### src/rtl/scan_chain_controller_pkg.sv
// Shared types and defaults for the CSR scan-chain initiator.
// The state encoding is one-hot so every decoded output is a single flop bit.
package scan_ctrl_pkg;

    localparam int DEF_WIDTH     = 8;
    localparam int DEF_CHAIN_LEN = 64;

    localparam int IDX_IDLE   = 0;
    localparam int IDX_LOAD   = 1;
    localparam int IDX_SHIFT  = 2;
    localparam int IDX_UNLOAD = 3;
    localparam int IDX_DONE   = 4;

    typedef enum logic [4:0] {
        ST_IDLE   = 5'b00001,
        ST_LOAD   = 5'b00010,
        ST_SHIFT  = 5'b00100,
        ST_UNLOAD = 5'b01000,
        ST_DONE   = 5'b10000
    } state_t;

endpackage

### src/rtl/scan_chain_controller_if.sv
// Host stream, chain pins and status of the scan-chain initiator.
// Handshakes: a byte moves on any rising edge where valid and ready are both 1.
interface scan_chain_controller_if import scan_ctrl_pkg::*; #(
    parameter int WIDTH = DEF_WIDTH
) ();

    logic             start;
    logic             abort;
    logic [WIDTH-1:0] in_data;
    logic             in_valid;
    logic             in_ready;
    logic [WIDTH-1:0] out_data;
    logic             out_valid;
    logic             out_ready;
    logic             scan_enable;
    logic             scan_in;
    logic             scan_out;
    logic             busy;
    logic             done;
    state_t           dbg_state;

    modport master (
        output start, abort, in_data, in_valid, out_ready, scan_out,
        input  in_ready, out_data, out_valid, scan_enable, scan_in, busy, done, dbg_state
    );

    modport slave (
        input  start, abort, in_data, in_valid, out_ready, scan_out,
        output in_ready, out_data, out_valid, scan_enable, scan_in, busy, done, dbg_state
    );

endinterface

### src/rtl/scan_chain_controller_shifter.sv
// Byte-wide parallel/serial converter: drives the chain head from tx[0] and
// captures the chain tail into rx, both LSB-first.
module scan_byte_shifter #(
    parameter int WIDTH = 8
) (
    input  logic             clk,
    input  logic             rst,
    input  logic             load,
    input  logic             shift,
    input  logic [WIDTH-1:0] load_data,
    input  logic             scan_out,
    output logic             scan_in,
    output logic [WIDTH-1:0] rx_data,
    output logic             last_bit
);

    localparam int CW = (WIDTH > 1) ? $clog2(WIDTH) : 1;

    logic [WIDTH-1:0] r_tx;
    logic [WIDTH-1:0] r_rx;
    logic [CW-1:0]    r_bit_cnt;
    logic             w_last;

    assign w_last = (r_bit_cnt == CW'(WIDTH - 1));

    always_ff @(posedge clk or negedge rst) begin
        if (!rst) begin
            r_tx      <= '0;
            r_rx      <= '0;
            r_bit_cnt <= '0;
        end else if (load) begin
            r_tx      <= load_data;
            r_bit_cnt <= '0;
        end else if (shift) begin
            r_tx <= r_tx >> 1;
            r_rx <= {scan_out, r_rx[WIDTH-1:1]};
            // Hold on the final bit so the counter never wraps mid-transaction.
            if (!w_last) begin
                r_bit_cnt <= r_bit_cnt + CW'(1);
            end
        end
    end

    assign scan_in  = r_tx[0];
    assign rx_data  = r_rx;
    assign last_bit = w_last;

endmodule

### src/rtl/scan_chain_controller.sv
// Scan-chain initiator: swaps the whole chain for NBYTES host bytes and streams
// the displaced contents back. CHAIN_LEN must be a multiple of WIDTH.
module scan_chain_controller import scan_ctrl_pkg::*; #(
    parameter int WIDTH     = DEF_WIDTH,
    parameter int CHAIN_LEN = DEF_CHAIN_LEN
) (
    input logic                     clk,
    input logic                     rst,
    scan_chain_controller_if.slave  bus
);

    localparam int NBYTES = CHAIN_LEN / WIDTH;
    localparam int BCW    = $clog2(NBYTES) + 1;

    state_t           r_state;
    state_t           w_next;
    logic [BCW-1:0]   r_byte_cnt;
    logic             w_load;
    logic             w_shift;
    logic             w_last_bit;
    logic             w_out_hs;
    logic             w_last_byte;
    logic [WIDTH-1:0] w_rx;

    assign w_load      = r_state[IDX_LOAD] & bus.in_valid & ~bus.abort;
    assign w_shift     = r_state[IDX_SHIFT];
    assign w_out_hs    = r_state[IDX_UNLOAD] & bus.out_ready & ~bus.abort;
    assign w_last_byte = (r_byte_cnt == BCW'(NBYTES - 1));

    scan_byte_shifter #(.WIDTH(WIDTH)) u_shifter (
        .clk       (clk),
        .rst       (rst),
        .load      (w_load),
        .shift     (w_shift),
        .load_data (bus.in_data),
        .scan_out  (bus.scan_out),
        .scan_in   (bus.scan_in),
        .rx_data   (w_rx),
        .last_bit  (w_last_bit)
    );

    always_ff @(posedge clk or negedge rst) begin
        if (!rst) begin
            r_state <= ST_IDLE;
        end else begin
            r_state <= w_next;
        end
    end

    always_comb begin
        w_next = r_state;
        if (bus.abort) begin
            w_next = ST_IDLE;
        end else begin
            case (r_state)
                ST_IDLE:   if (bus.start)    w_next = ST_LOAD;
                ST_LOAD:   if (bus.in_valid) w_next = ST_SHIFT;
                ST_SHIFT:  if (w_last_bit)   w_next = ST_UNLOAD;
                ST_UNLOAD: if (bus.out_ready) w_next = w_last_byte ? ST_DONE : ST_LOAD;
                ST_DONE:   w_next = ST_IDLE;
                default:   w_next = ST_IDLE;
            endcase
        end
    end

    always_ff @(posedge clk or negedge rst) begin
        if (!rst) begin
            r_byte_cnt <= '0;
        end else if (r_state[IDX_IDLE] & bus.start & ~bus.abort) begin
            r_byte_cnt <= '0;
        end else if (w_out_hs) begin
            r_byte_cnt <= r_byte_cnt + BCW'(1);
        end
    end

    // Each flag is one flop of the one-hot state, so scan_enable cannot glitch.
    always_comb begin
        bus.in_ready    = r_state[IDX_LOAD];
        bus.scan_enable = r_state[IDX_SHIFT];
        bus.out_valid   = r_state[IDX_UNLOAD];
        bus.done        = r_state[IDX_DONE];
        bus.busy        = ~r_state[IDX_IDLE];
        bus.out_data    = w_rx;
        bus.dbg_state   = r_state;
    end

endmodule

### src/flat_wrapper.sv
// flat-port wrapper written by rule: the top's interface ports become plain ports
module scan_chain_controller_flat import scan_ctrl_pkg::*;
#(
    parameter int WIDTH     = DEF_WIDTH,
    parameter int CHAIN_LEN = DEF_CHAIN_LEN
)
  (clk, rst, bus_start, bus_abort, bus_in_data, bus_in_valid, bus_out_ready, bus_scan_out, bus_in_ready, bus_out_data, bus_out_valid, bus_scan_enable, bus_scan_in, bus_busy, bus_done, bus_dbg_state);
  scan_chain_controller_if #(.WIDTH(WIDTH)) bus_i ();
  input logic clk;
  input logic rst;
  input wire logic [$bits(bus_i.start)-1:0] bus_start;
  input wire logic [$bits(bus_i.abort)-1:0] bus_abort;
  input wire logic [$bits(bus_i.in_data)-1:0] bus_in_data;
  input wire logic [$bits(bus_i.in_valid)-1:0] bus_in_valid;
  input wire logic [$bits(bus_i.out_ready)-1:0] bus_out_ready;
  input wire logic [$bits(bus_i.scan_out)-1:0] bus_scan_out;
  output wire logic [$bits(bus_i.in_ready)-1:0] bus_in_ready;
  output wire logic [$bits(bus_i.out_data)-1:0] bus_out_data;
  output wire logic [$bits(bus_i.out_valid)-1:0] bus_out_valid;
  output wire logic [$bits(bus_i.scan_enable)-1:0] bus_scan_enable;
  output wire logic [$bits(bus_i.scan_in)-1:0] bus_scan_in;
  output wire logic [$bits(bus_i.busy)-1:0] bus_busy;
  output wire logic [$bits(bus_i.done)-1:0] bus_done;
  output wire logic [$bits(bus_i.dbg_state)-1:0] bus_dbg_state;
  assign bus_i.start = bus_start;
  assign bus_i.abort = bus_abort;
  assign bus_i.in_data = bus_in_data;
  assign bus_i.in_valid = bus_in_valid;
  assign bus_i.out_ready = bus_out_ready;
  assign bus_i.scan_out = bus_scan_out;
  assign bus_in_ready = bus_i.in_ready;
  assign bus_out_data = bus_i.out_data;
  assign bus_out_valid = bus_i.out_valid;
  assign bus_scan_enable = bus_i.scan_enable;
  assign bus_scan_in = bus_i.scan_in;
  assign bus_busy = bus_i.busy;
  assign bus_done = bus_i.done;
  assign bus_dbg_state = bus_i.dbg_state;
  scan_chain_controller #(.WIDTH(WIDTH), .CHAIN_LEN(CHAIN_LEN)) u_core (.clk(clk), .rst(rst), .bus(bus_i));
endmodule
### config.mk
export PLATFORM = sky130hd
export DESIGN_NAME = scan_chain_controller_flat
export DESIGN_NICKNAME = d
export VERILOG_FILES = /design/src/rtl/scan_chain_controller_pkg.sv /design/src/rtl/scan_chain_controller_if.sv /design/src/rtl/scan_chain_controller_shifter.sv /design/src/rtl/scan_chain_controller.sv /design/src/flat_wrapper.sv
export SDC_FILE = /design/constraint.sdc
export NUM_CORES = 1
export LEC_CHECK = 0
export BUFFER_PORTS_ARGS = -buffer_cell sky130_fd_sc_hd__buf_2
export CORE_UTILIZATION = 47
export DETAILED_ROUTE_END_ITERATION = 8
export PLACE_DENSITY = 0.74
export SYNTH_ARGS = -nofsm -noshare
export SYNTH_HDL_FRONTEND = slang
export SYNTH_HIERARCHICAL = 1
export SYNTH_SLANG_ARGS = --single-unit
### constraint.sdc
create_clock -name clk -period 1.3 [get_ports clk]
set_input_delay 0.065 -clock clk [delete_from_list [all_inputs] [get_ports clk]]
set_output_delay 0.065 -clock clk [all_outputs]
set_load 0.05 [all_outputs]
==> metrics.md, run 1 <==
| Metric | Value |
|---|---|
| Startpoint types | flip-flop |
| GRT Util Overall | 18.80% |
| Peak Freq | 0.7492 GHz |
| Final period utilization | 102.7% |
| Worst r2r path cells | 3 |
| First-pass DRT Iterations | 5 |
| Layout Nets | roughly 190 |
| Yosys top cell by area | dfrtp_1 |
| # clock sinks | 28 |
| Leak | 0.9412 nW |
| Worst IR Drop VDD | 1.088 mV |
| Post-synthesis cell count | 124 |
| Ant diodes | 0 |
| Number of global-route vias before repair | 1,078 |
| Final setup fails | 3 |
| Antenna violations before repair | 0 |
| CP required | between 1.5 and 2 ns |
| Mapped Area | 1398 sq um |
| Worst hold-check path type | input port to flip-flop |
| H-tree depth | 1 |
| Hpwl dp | 1.831 mm |
| Fill count | 210 |
| CP peak stage delay | 0.71 ns |
| Root Buffer | clkbuf_4 |
| Synthesized Nets | 142 |
| Cells along the critical path | nor2b_1 > o311a_1 > o21ai_1 |
| Crit path capture type | flip-flop |
| Worst-path maximum fanout | 7 |
| Largest net degree at the start of global routing | 29 |
| Max_cap viols | 0 |
| Reg2reg start | u_core/bus.dbg_state[0] |
| Top-level I/O count | 34 |
| # DRC | 0 |
| Setup TNS | -0.05815 ns |
| Final WS setup | -0.03469 ns |
| Vias per inst | between 5 and 6 |
| # rows | 19 |
| Seq/Total Area, Yosys | 50.22% |
| Worst reg2reg path endpoint | u_core/bus.dbg_state[0] |
| GR Overflow Total | 0 |
| Fin util | between 60% and 70% |
| Period minus WS final | between 1 and 1.5 ns |
| Most frequent cells after synthesis | 27 x dfrtp_1, 13 x nand2_1, 13 x nor2_1 |
| Routed wire length | 2.832 mm |
| Most frequent cell after synthesis | dfrtp_1 |
| Top cell type's share of synthesized area | 48.34% |
| Slew @ Worst Pin | roughly 0.60 ns |
| Final routed wire length divided by cell count | 13.75 um |
| Cell depth of the worst setup path | 3 |
| Worst clock skew | 0.003485 ns |
| Syn Area/Cell | 11.27 sq um |
| Predominant post-synthesis flop cell | dfrtp_1 |
| Fraction of registers with async set/reset | 100.0% |
| # port buffers | 33 |
| Iter 0 DRT Violations | 25 |
| Critical Path AT | approximately 1.6 ns |
| CTS tree | built |
| Synth warnings | 6 |
| Slowest cell on crit path | dfstp_4 |
| CP Class | flip-flop to flip-flop |
| First-pass GRT wire length | 4.643 mm |
| Relative slew slack | 60.14% |
| Pwr Total | approximately 2.2 mW |
| Outcome | finished, violations left |
| Synth unique cells | 31 |
| Failing checks | negative setup slack |
| Core area | 2781 sq um |
| Slew Viols, Final | 0 |
| Clk buf depth | 2 |
| Unrepaired setup endpoints after global routing | true |
| Die Wd | 56.53 um |
| R2R setup slack | -0.03 ns |
| Critical Path End | u_core/bus.dbg_state[0] |
| Placer Congestion | 0.8062 |
| Starting density of the core | between 50% and 60% |
| Clock transition at path regs | 0.14 ns |
| Area grow syn2layout | 33.48% |
| Top cells by area, synth | dfrtp_1 48%, mux2_4 8.6%, mux2i_1 7.2%, o21ai_0 3.6%, nand2_1 3.5% |
| Vias | 1,074 |
| Share of cells above drive strength 1 | 40.57% |
| Crit path from | u_core/bus.dbg_state[0] |
| Total CTS buffers | 3 |
| Clock Latency Late Sink | 0.32 ns |
| Critical path's top delay family | flip-flops |
| Endpoints failing hold | 0 |
| Die area | between 3000 and 4000 sq um |
| EDFF count, synth | 0 |
| Die H | approximately 57 um |
| Power density cells | 1185 nW/um^2 |
| Buf/Inv on CP | 0 |
| Yosys reg bits | 28 |
| Routed Antenna Nets | 0 |
[how the worst min path moves through the flow]
stage | from | endpoint | slack (ns) | cells past startpoint
after floorplan | rst | u_core/bus.dbg_state[1] | -0.23 | 0
after detailed placement | rst | u_core/r_byte_cnt[0] | 0.11 | 1
after CTS | bus_abort | u_core/r_byte_cnt[1] | 0.07 | 3
after global placement | rst | u_core/r_byte_cnt[0] | 0.1 | 1
after global routing | bus_abort | u_core/r_byte_cnt[1] | 0.07 | 3
final | bus_abort | u_core/r_byte_cnt[0] | 0.08 | 3
[cells by family after synthesis]
logic type               synth area share [%]
adder cells (fa/ha/maj)                 2.686
buffers and inverters                   5.908
AO/OA/AOI/OAI                           6.983
AND/OR/NAND/NOR                         15.94
multiplexers                            15.76
XOR/XNOR                                2.507
flip-flops                              50.22
[timing repair]
| item | in CTS | in global routing |
|---|---|---|
| endpoints found under the setup margin | 6 | 9 |
| resized for setup | 10 | 6 |
| hold endpoints to repair | 39 | 0 |
| gates cloned | 0 | 0 |
| setup buffers | 1 | 5 |
| hold buffers | 12 | 0 |
| pin swaps | 1 | 4 |
[layer usage]
layer	track usage [%]	vias to the layer above	wire length [um]
li1	-	525	-
met4	6.620	0	48
met1	21.52	518	1209
met3	6.221	6	116
met5	0	-	0
met2	32.61	25	1456
[layout by cell type, fill, tap and decap left out, types with 2 or more instances in the layout]
cell type / synthesis / layout
dlygate4sd3_1: 0 / 12
xor2_1: 3 / 3
clkbuf_4: 0 / 3
buf_2: 3 / 31
dfrtp_2: 0 / 3
and3b_1: 2 / 2
nor2_4: 0 / 2
nand4_1: 2 / 2
mux2_4: 8 / 8
nand2_1: 13 / 13
o21ai_0: 10 / 9
nor2_1: 13 / 11
o21ai_1: 2 / 3
dfrtp_1: 27 / 24
mux2i_1: 10 / 10
buf_4: 5 / 12
nand2b_4: 1 / 3
[report_power, final]
part | leakage [nW] | internal, mW | switching [mW]
Clock | 0.0210 | 0.172 | 0.242
Sequential | 0.365 | 1.03 | 0.102
Combinational | 0.555 | 0.277 | 0.384
[sequential cells by signal, summed over array words and instances (netlist names)]
name / count
u_core/u_shifter/r_tx: 8
u_core/u_shifter/rx_data: 8
u_core/bus.dbg_state: 5
u_core/r_byte_cnt: 4
u_core/u_shifter/r_bit_cnt: 3
[per-stage QoR]
stage          cells  hold slack [ns]  area, sq um  setup WS (ns)
6_report         206          0.08459         1866       -0.03469
4_1_cts          201          0.07462         1804       -0.03328
2_1_floorplan    124          -0.2306         1444        -0.2108
3_3_place_gp     184          0.09715         1605      -0.004257
5_1_grt          206          0.06581         1866       -0.04782
3_5_place_dp     184           0.1140         1605       -0.08150
[layout make-up]
| type | instances | area (sq um) | area share (%) |
|---|---|---|---|
| inverters | 2 | 15.01 | 0.8048 |
| multi-input cells | 84 | 674.4 | 36.15 |
| repair buffers | 57 | 391.6 | 20.99 |
| well taps | 31 | 38.79 | 2.079 |
| flip-flops and latches | 28 | 709.4 | 38.03 |
| clock buffers | 4 | 36.28 | 1.945 |
[worst reg2reg max path: stages (launching register included)]
cell and delay, ns:
dfstp_4 0.71, nor2b_1 0.07, o311a_1 0.34, o21ai_1 0.15
Power figures use the tool's default switching activity.
==> inputs of run 2 (changes only) <==
SKIP_LAST_GASP = 1   (was default)
==> metrics.md, run 2 (synthesis gave the netlist of run 1 again) <==
| Metric | Value |
|---|---|
| Commonest non-fill, non-tap cell in the layout | buf_2 |
| Die Wd | 56.53 um (unchanged) |
| GR Overflow Total | 0 (unchanged) |
| Slew Viols, Final | 0 (unchanged) |
| Area grow syn2layout | 33.48% (unchanged) |
| Die H | 56.53 um (unchanged) |
| Vias | 1,074 (unchanged) |
| Peak Freq | 0.7492 GHz (unchanged) |
| Worst hold slack | 0.08459 ns (unchanged) |
| Largest net degree at the start of global routing | 29 (unchanged) |
| Layout Nets | 194 (unchanged) |
| Unrepaired setup endpoints after global routing | true |
| Clk buf depth | 2 (unchanged) |
| Pwr Total | 2.211 mW (unchanged) |
| Worst r2r path cells | 3 (unchanged) |
| Final routed wire length divided by cell count | 13.75 um (unchanged) |
| Max_cap viols | 0 (unchanged) |
| # DRC | 0 (unchanged) |
| Number of global-route vias before repair | 1,078 (unchanged) |
| Worst hold-check path type | input port to flip-flop |
| Slew @ Worst Pin | 0.5980 ns (unchanged) |
| Core area | 2781 sq um (unchanged) |
| Clock Latency Late Sink | 0.32 ns (about the same) |
| Antenna violations before repair | 0 (unchanged) |
| Worst-path maximum fanout | 7 (unchanged) |
| Worst IR Drop VDD | 1.088 mV (unchanged) |
| Leak | 0.9412 nW (unchanged) |
| GR Layer Usage met1 | 21.52% (unchanged) |
| Critical Path AT | 1.59 ns (about the same) |
| Routed Antenna Nets | 0 (unchanged) |
| Failing checks | negative setup slack |
| Crit path capture type | flip-flop |
| Placer Congestion | 0.8062 (unchanged) |
| Routed wire length | 2.832 mm (unchanged) |
| Outcome | finished, violations left |
| Iter 0 DRT Violations | 25 (unchanged) |
| First-pass GRT wire length | 4.643 mm (unchanged) |
| Worst clock skew | 0.003485 ns (unchanged) |
| Ant diodes | 0 (unchanged) |
| Hpwl dp | 1.831 mm (unchanged) |
| Setup TNS | -0.05815 ns (unchanged) |
| Grt peak-use layer | met2 |
| Final setup fails | 3 (unchanged) |
| Worst hold stages | 3 (unchanged) |
| # port buffers | 33 (unchanged) |
| CP Class | flip-flop to flip-flop |
| Clock transition at path regs | 0.14 ns (about the same) |
| Final WS setup | -0.03469 ns (unchanged) |
| CP required | 1.56 ns (about the same) |
| GRT Util Overall | 18.80% (unchanged) |
| Die area | 3196 sq um (unchanged) |
| # rows | 19 (unchanged) |
| Vias per inst | 5.214 (unchanged) |
| First-pass DRT Iterations | 5 (unchanged) |
| Most frequent cells in the layout | 31 x buf_2, 24 x dfrtp_1, 13 x nand2_1 |
| Starting density of the core | 50.25% (unchanged) |
| # clock sinks | 28 (unchanged) |
| Period minus WS final | 1.335 ns (unchanged) |
| Endpoints failing hold | 0 (unchanged) |
| Met3 usage | 6.221% (unchanged) |
| Met2 Use GR | 32.61% (unchanged) |
| Root Buffer | clkbuf_4 |
| Final period utilization | 102.7% (unchanged) |
| Share of cells above drive strength 1 | 40.57% (unchanged) |
| Startpoint types | flip-flop |
| H-tree depth | 1 (unchanged) |
| Total CTS buffers | 3 (unchanged) |
| Power density cells | 1185 nW/um^2 (unchanged) |
| Relative slew slack | 60.14% (unchanged) |
| Top-level I/O count | 34 (unchanged) |
| CTS tree | built |
==> run 2: worst max-delay path, stage by stage (launching register included) <==
cell	delay (ns)
dfstp_4	0.71
nor2b_1	0.06
o311a_1	0.34
o21ai_1	0.15
==> run 2: final timing paths <==
path                                             start                            end  slack (ns)
max                            u_core/bus.dbg_state[0]        u_core/bus.dbg_state[0]       -0.03
min                                          bus_abort           u_core/r_byte_cnt[0]        0.08
max reg2reg                    u_core/bus.dbg_state[0]        u_core/bus.dbg_state[0]       -0.03
min reg2reg                u_core/u_shifter/rx_data[0]    u_core/u_shifter/rx_data[0]        0.53
max in group asynchronous                          rst        u_core/bus.dbg_state[3]        0.61
min in group asynchronous                          rst  u_core/u_shifter/r_bit_cnt[2]        0.27
==> run 2: metal layers <==
metal / part of all wire (%) / vias up
met2: 51 / 25
met4: 1.7 / 0
met5: 0 / -
li1: - / 525
met1: 43 / 518
met3: 4.1 / 6
==> run 2: power breakdown <==
part,switching (mW),internal (mW)
clock,0.242,0.172
sequential,0.102,1.03
combinational,0.384,0.277
==> run 2: layout make-up <==
type,count,area [sq um]
Clock buffer,4,36.28
Tap cell,31,38.79
Sequential cell,28,709.4
Timing Repair Buffer,57,391.6
Inverter,2,15.01
Fill cell,210,915.9
Multi-Input combinational cell,84,674.4
==> run 2: metrics by stage <==
stage	instance area, sq um	cells	worst slack (ns)	util [%]
2_1_floorplan	1444	124	-0.2108	-
3_3_place_gp	1605	184	-0.004257	57.71
3_5_place_dp	1605	184	-0.08150	57.71
4_1_cts	1804	201	-0.03328	64.87
5_1_grt	1866	206	-0.04782	67.07
6_report	1866	206	-0.03469	67.07
==> run 2: timing repair <==
action | in CTS | in global routing
buffers inserted | 1 | 5
hold buffers | 12 | 0
pin swaps | 1 | 4
endpoints found under the hold margin | 39 | 0
resized for setup | 10 | 6
setup endpoints to repair | 6 | 9
==> inputs of run 3 (changes only) <==
CORE_UTILIZATION = 52   (was 47)
PLACE_DENSITY = 0.77   (was 0.74)
SYNTH_HIERARCHICAL = default   (was 1)
TNS_END_PERCENT = 50   (was default)
clock period = 1.4 ns   (was 1.3 ns; I/O delays follow)
==> metrics.md, run 3 <==
| Metric | Value |
|---|---|
| Leak | 1.035 nW (+10%) |
| Grt peak-use layer | met2 |
| Clock transition at path regs | 0.16 ns (+0.02 ns) |
| Period minus WS final | 1.369 ns (+0.03425 ns) |
| Crit path capture type | flip-flop |
| Power density cells | 1137 nW/um^2 (-4.1%) |
| Synth unique cells | 40 (+29%) |
| Final period utilization | 97.78% (-4.9 points) |
| Place WS | -0.03822 ns (+0.04328 ns) |
| Top cell type's share of synthesized area | 43.34% (-5.0 points) |
| Die area | 3221 sq um (+0.80%) |
| Hold_sp | bus_start |
| Critical Path AT | 1.61 ns (+0.02 ns) |
| Setup TNS | 0 ns (+0.05815 ns) |
| Crit path from | u_core.bus.dbg_state[0] |
| Slew @ Worst Pin | 0.6249 ns (+0.02696 ns) |
| Routed wire length | 2.704 mm (-4.5%) |
| Final routed wire length divided by cell count | 13.66 um (-0.66%) |
| Most frequent cell after synthesis | dfrtp_1 |
| H-tree depth | 1 (unchanged) |
| Syn Area/Cell | 12.67 sq um (+12%) |
| Worst-path maximum fanout | 5 (-2) |
| Synthesized Nets | 141 (-0.70%) |
| Predominant post-synthesis flop cell | dfrtp_1 |
| CP required | 1.65 ns (+0.09 ns) |
| Reg2reg start | u_core.bus.dbg_state[0] |
| Routed Antenna Nets | 0 (unchanged) |
| Ant diodes | 0 (unchanged) |
| Endpoints failing hold | 0 (unchanged) |
| Final WS setup | 0.03106 ns (+0.06575 ns) |
| Pwr Total | 2.212 mW (about the same) |
| Largest net degree at the start of global routing | 29 (unchanged) |
| # rows | 19 (unchanged) |
| Relative slew slack | 58.34% (-1.8 points) |
| Top-level I/O count | 34 (unchanged) |
| Die Wd | 56.76 um (+0.40%) |
| # port buffers | 33 (unchanged) |
| GRT Util Overall | 18.11% (-0.69 points) |
| First-pass DRT Iterations | 6 (+1) |
| Max_cap viols | 0 (unchanged) |
| Synth warnings | 0 (-6) |
| Clock Latency Late Sink | 0.33 ns (about the same) |
| Mapped Area | 1559 sq um (+12%) |
| # clock sinks | 28 (unchanged) |
| Failing checks | design-rule violations |
| Post-synthesis cell count | 123 (-0.81%) |
| Worst hold slack | 0.01481 ns (-0.06979 ns) |
| Starting density of the core | 55.58% (+5.3 points) |
| Most frequent cells after synthesis | 27 x dfrtp_1, 10 x mux2i_1, 8 x mux2_4, 8 x nand2_4, 7 x buf_4 |
| Seq/Total Area, Yosys | 45.02% (-5.2 points) |
| Commonest non-fill, non-tap cell in the layout | buf_2 |
| EDFF count, synth | 0 (unchanged) |
| Number of global-route vias before repair | 1,072 (-0.56%) |
| Final setup fails | 0 (-3) |
| Vias per inst | 5.278 (+1.2%) |
| Area grow syn2layout | 24.80% |
| Share of cells above drive strength 1 | 50.30% (+9.7 points) |
| Slew Viols, Final | 0 (unchanged) |
| Outcome | finished, violations left |
| Total CTS buffers | 3 (unchanged) |
| Worst clock skew | 0.007567 ns (+0.004082 ns) |
| Peak Freq | 0.7305 GHz (-2.5%) |
| Iter 0 DRT Violations | 18 (-28%) |
| Die H | 56.76 um (+0.40%) |
| Most frequent cells in the layout | 32 x buf_2, 24 x dfrtp_1, 11 x dlygate4sd3_1 |
| Hpwl dp | 1.787 mm (-2.4%) |
| CTS tree | built |
| CP Class | flip-flop to flip-flop |
| Met2 Use GR | 31.97% (-0.63 points) |
| Fraction of registers with async set/reset | 100.0% (unchanged) |
| # DRC | 6 (+6) |
| Clk buf depth | 2 (unchanged) |
| Core area | 2805 sq um (+0.85%) |
| Worst IR Drop VDD | 0.8004 mV (-26%) |
| Unrepaired setup endpoints after global routing | true |
| GR Layer Usage met1 | 23.39% (+1.9 points) |
| Antenna violations before repair | 0 (unchanged) |
| Vias | 1,045 (-2.7%) |
| GR Overflow Total | 0 (unchanged) |
| Top cells by area, synth | dfrtp_1 43%, mux2_4 7.7%, mux2i_1 6.4%, nand2_4 5.8%, buf_4 3.4% |
| Yosys reg bits | 28 (unchanged) |
| Worst hold-check path type | input port to flip-flop |
| Startpoint types | flip-flop |
| Placer Congestion | 0.7701 (-4.5%) |
| Met3 usage | 2.765% (-3.5 points) |
| Root Buffer | clkbuf_4 |
| Yosys top cell by area | dfrtp_1 |
| Layout Nets | 186 (-4.1%) |
| First-pass GRT wire length | 4.609 mm (-0.73%) |
run 3: cell types whose count changed in the layout (fill, tap and decap cells not counted), moves of 5 or more:
cell	change
nand2_1	-10
nand2_4	+8
o21ai_0	-7
buf_4	-6
o21ai_2	+6
nor2_1	-5
run 3: cell type report:
cell class,instances,area [sq um]
Tap cell,31,38.79
Sequential cell,28,709.4
Inverter,3,15.01
Clock inverter,1,30.03
Fill cell,202,859.6
Clock buffer,3,22.52
Timing Repair Buffer,50,326.6
Multi-Input combinational cell,82,803.3
run 3: layer usage:
layer | vias to the layer above | part of all wire (%)
met5 | - | 0
met4 | 0 | 0.30
met3 | 2 | 3.5
met2 | 24 | 51
met1 | 512 | 45
li1 | 507 | -
run 3: kinds of logic after synthesis:
logic type               after synthesis  share of synthesized area, %
AND/OR/NAND/NOR                       40                         21.59
flip-flops                            28                         45.02
multiplexers                          18                         14.13
AO/OA/AOI/OAI                         17                         8.186
buffers and inverters                 13                         6.420
XOR/XNOR                               4                         2.247
adder cells (fa/ha/maj)                3                         2.408
run 3: final timing paths:
kind | cells after the start | endpoint | slack (ns)
worst max-delay path | 4 | u_core.bus.dbg_state[1] | 0.03
worst min-delay path | 3 | u_core.bus.dbg_state[0] | 0.01
worst max register to register | 4 | u_core.bus.dbg_state[1] | 0.03
worst min register to register | 1 | u_core.u_shifter.rx_data[0] | 0.53
max in group asynchronous | 2 | u_core.bus.dbg_state[3] | 0.69
min in group asynchronous | 2 | u_core.bus.dbg_state[4] | 0.26
run 3: per-stage QoR:
step / std cells / utilization (%) / instance area (sq um)
after floorplan: 123 / - / 1580
after global placement: 179 / 60.84 / 1707
after detailed placement: 179 / 60.84 / 1707
after CTS: 197 / 68.47 / 1921
after global routing: 198 / 69.36 / 1946
final: 198 / 69.36 / 1946
run 3: where the power goes:
part	switching (mW)	leakage (nW)	internal (mW)
logic	0.365	0.643	0.279
clock network	0.243	0.0279	0.290
registers	0.0916	0.364	0.945
run 3: repair_timing:
| item | CTS | global route |
|---|---|---|
| hold buffers | 11 | 0 |
| endpoints found under the hold margin | 37 | 0 |
| setup buffers | 3 | 1 |
| setup endpoints to repair | 4 | 4 |
| resized for setup | 7 | 3 |
run 3: critical path: stages, from the launching register on:
cell	delay (ns)
dfstp_4	0.68
buf_4	0.12
nor2b_4	0.04
a22o_1	0.19
o31ai_1	0.25
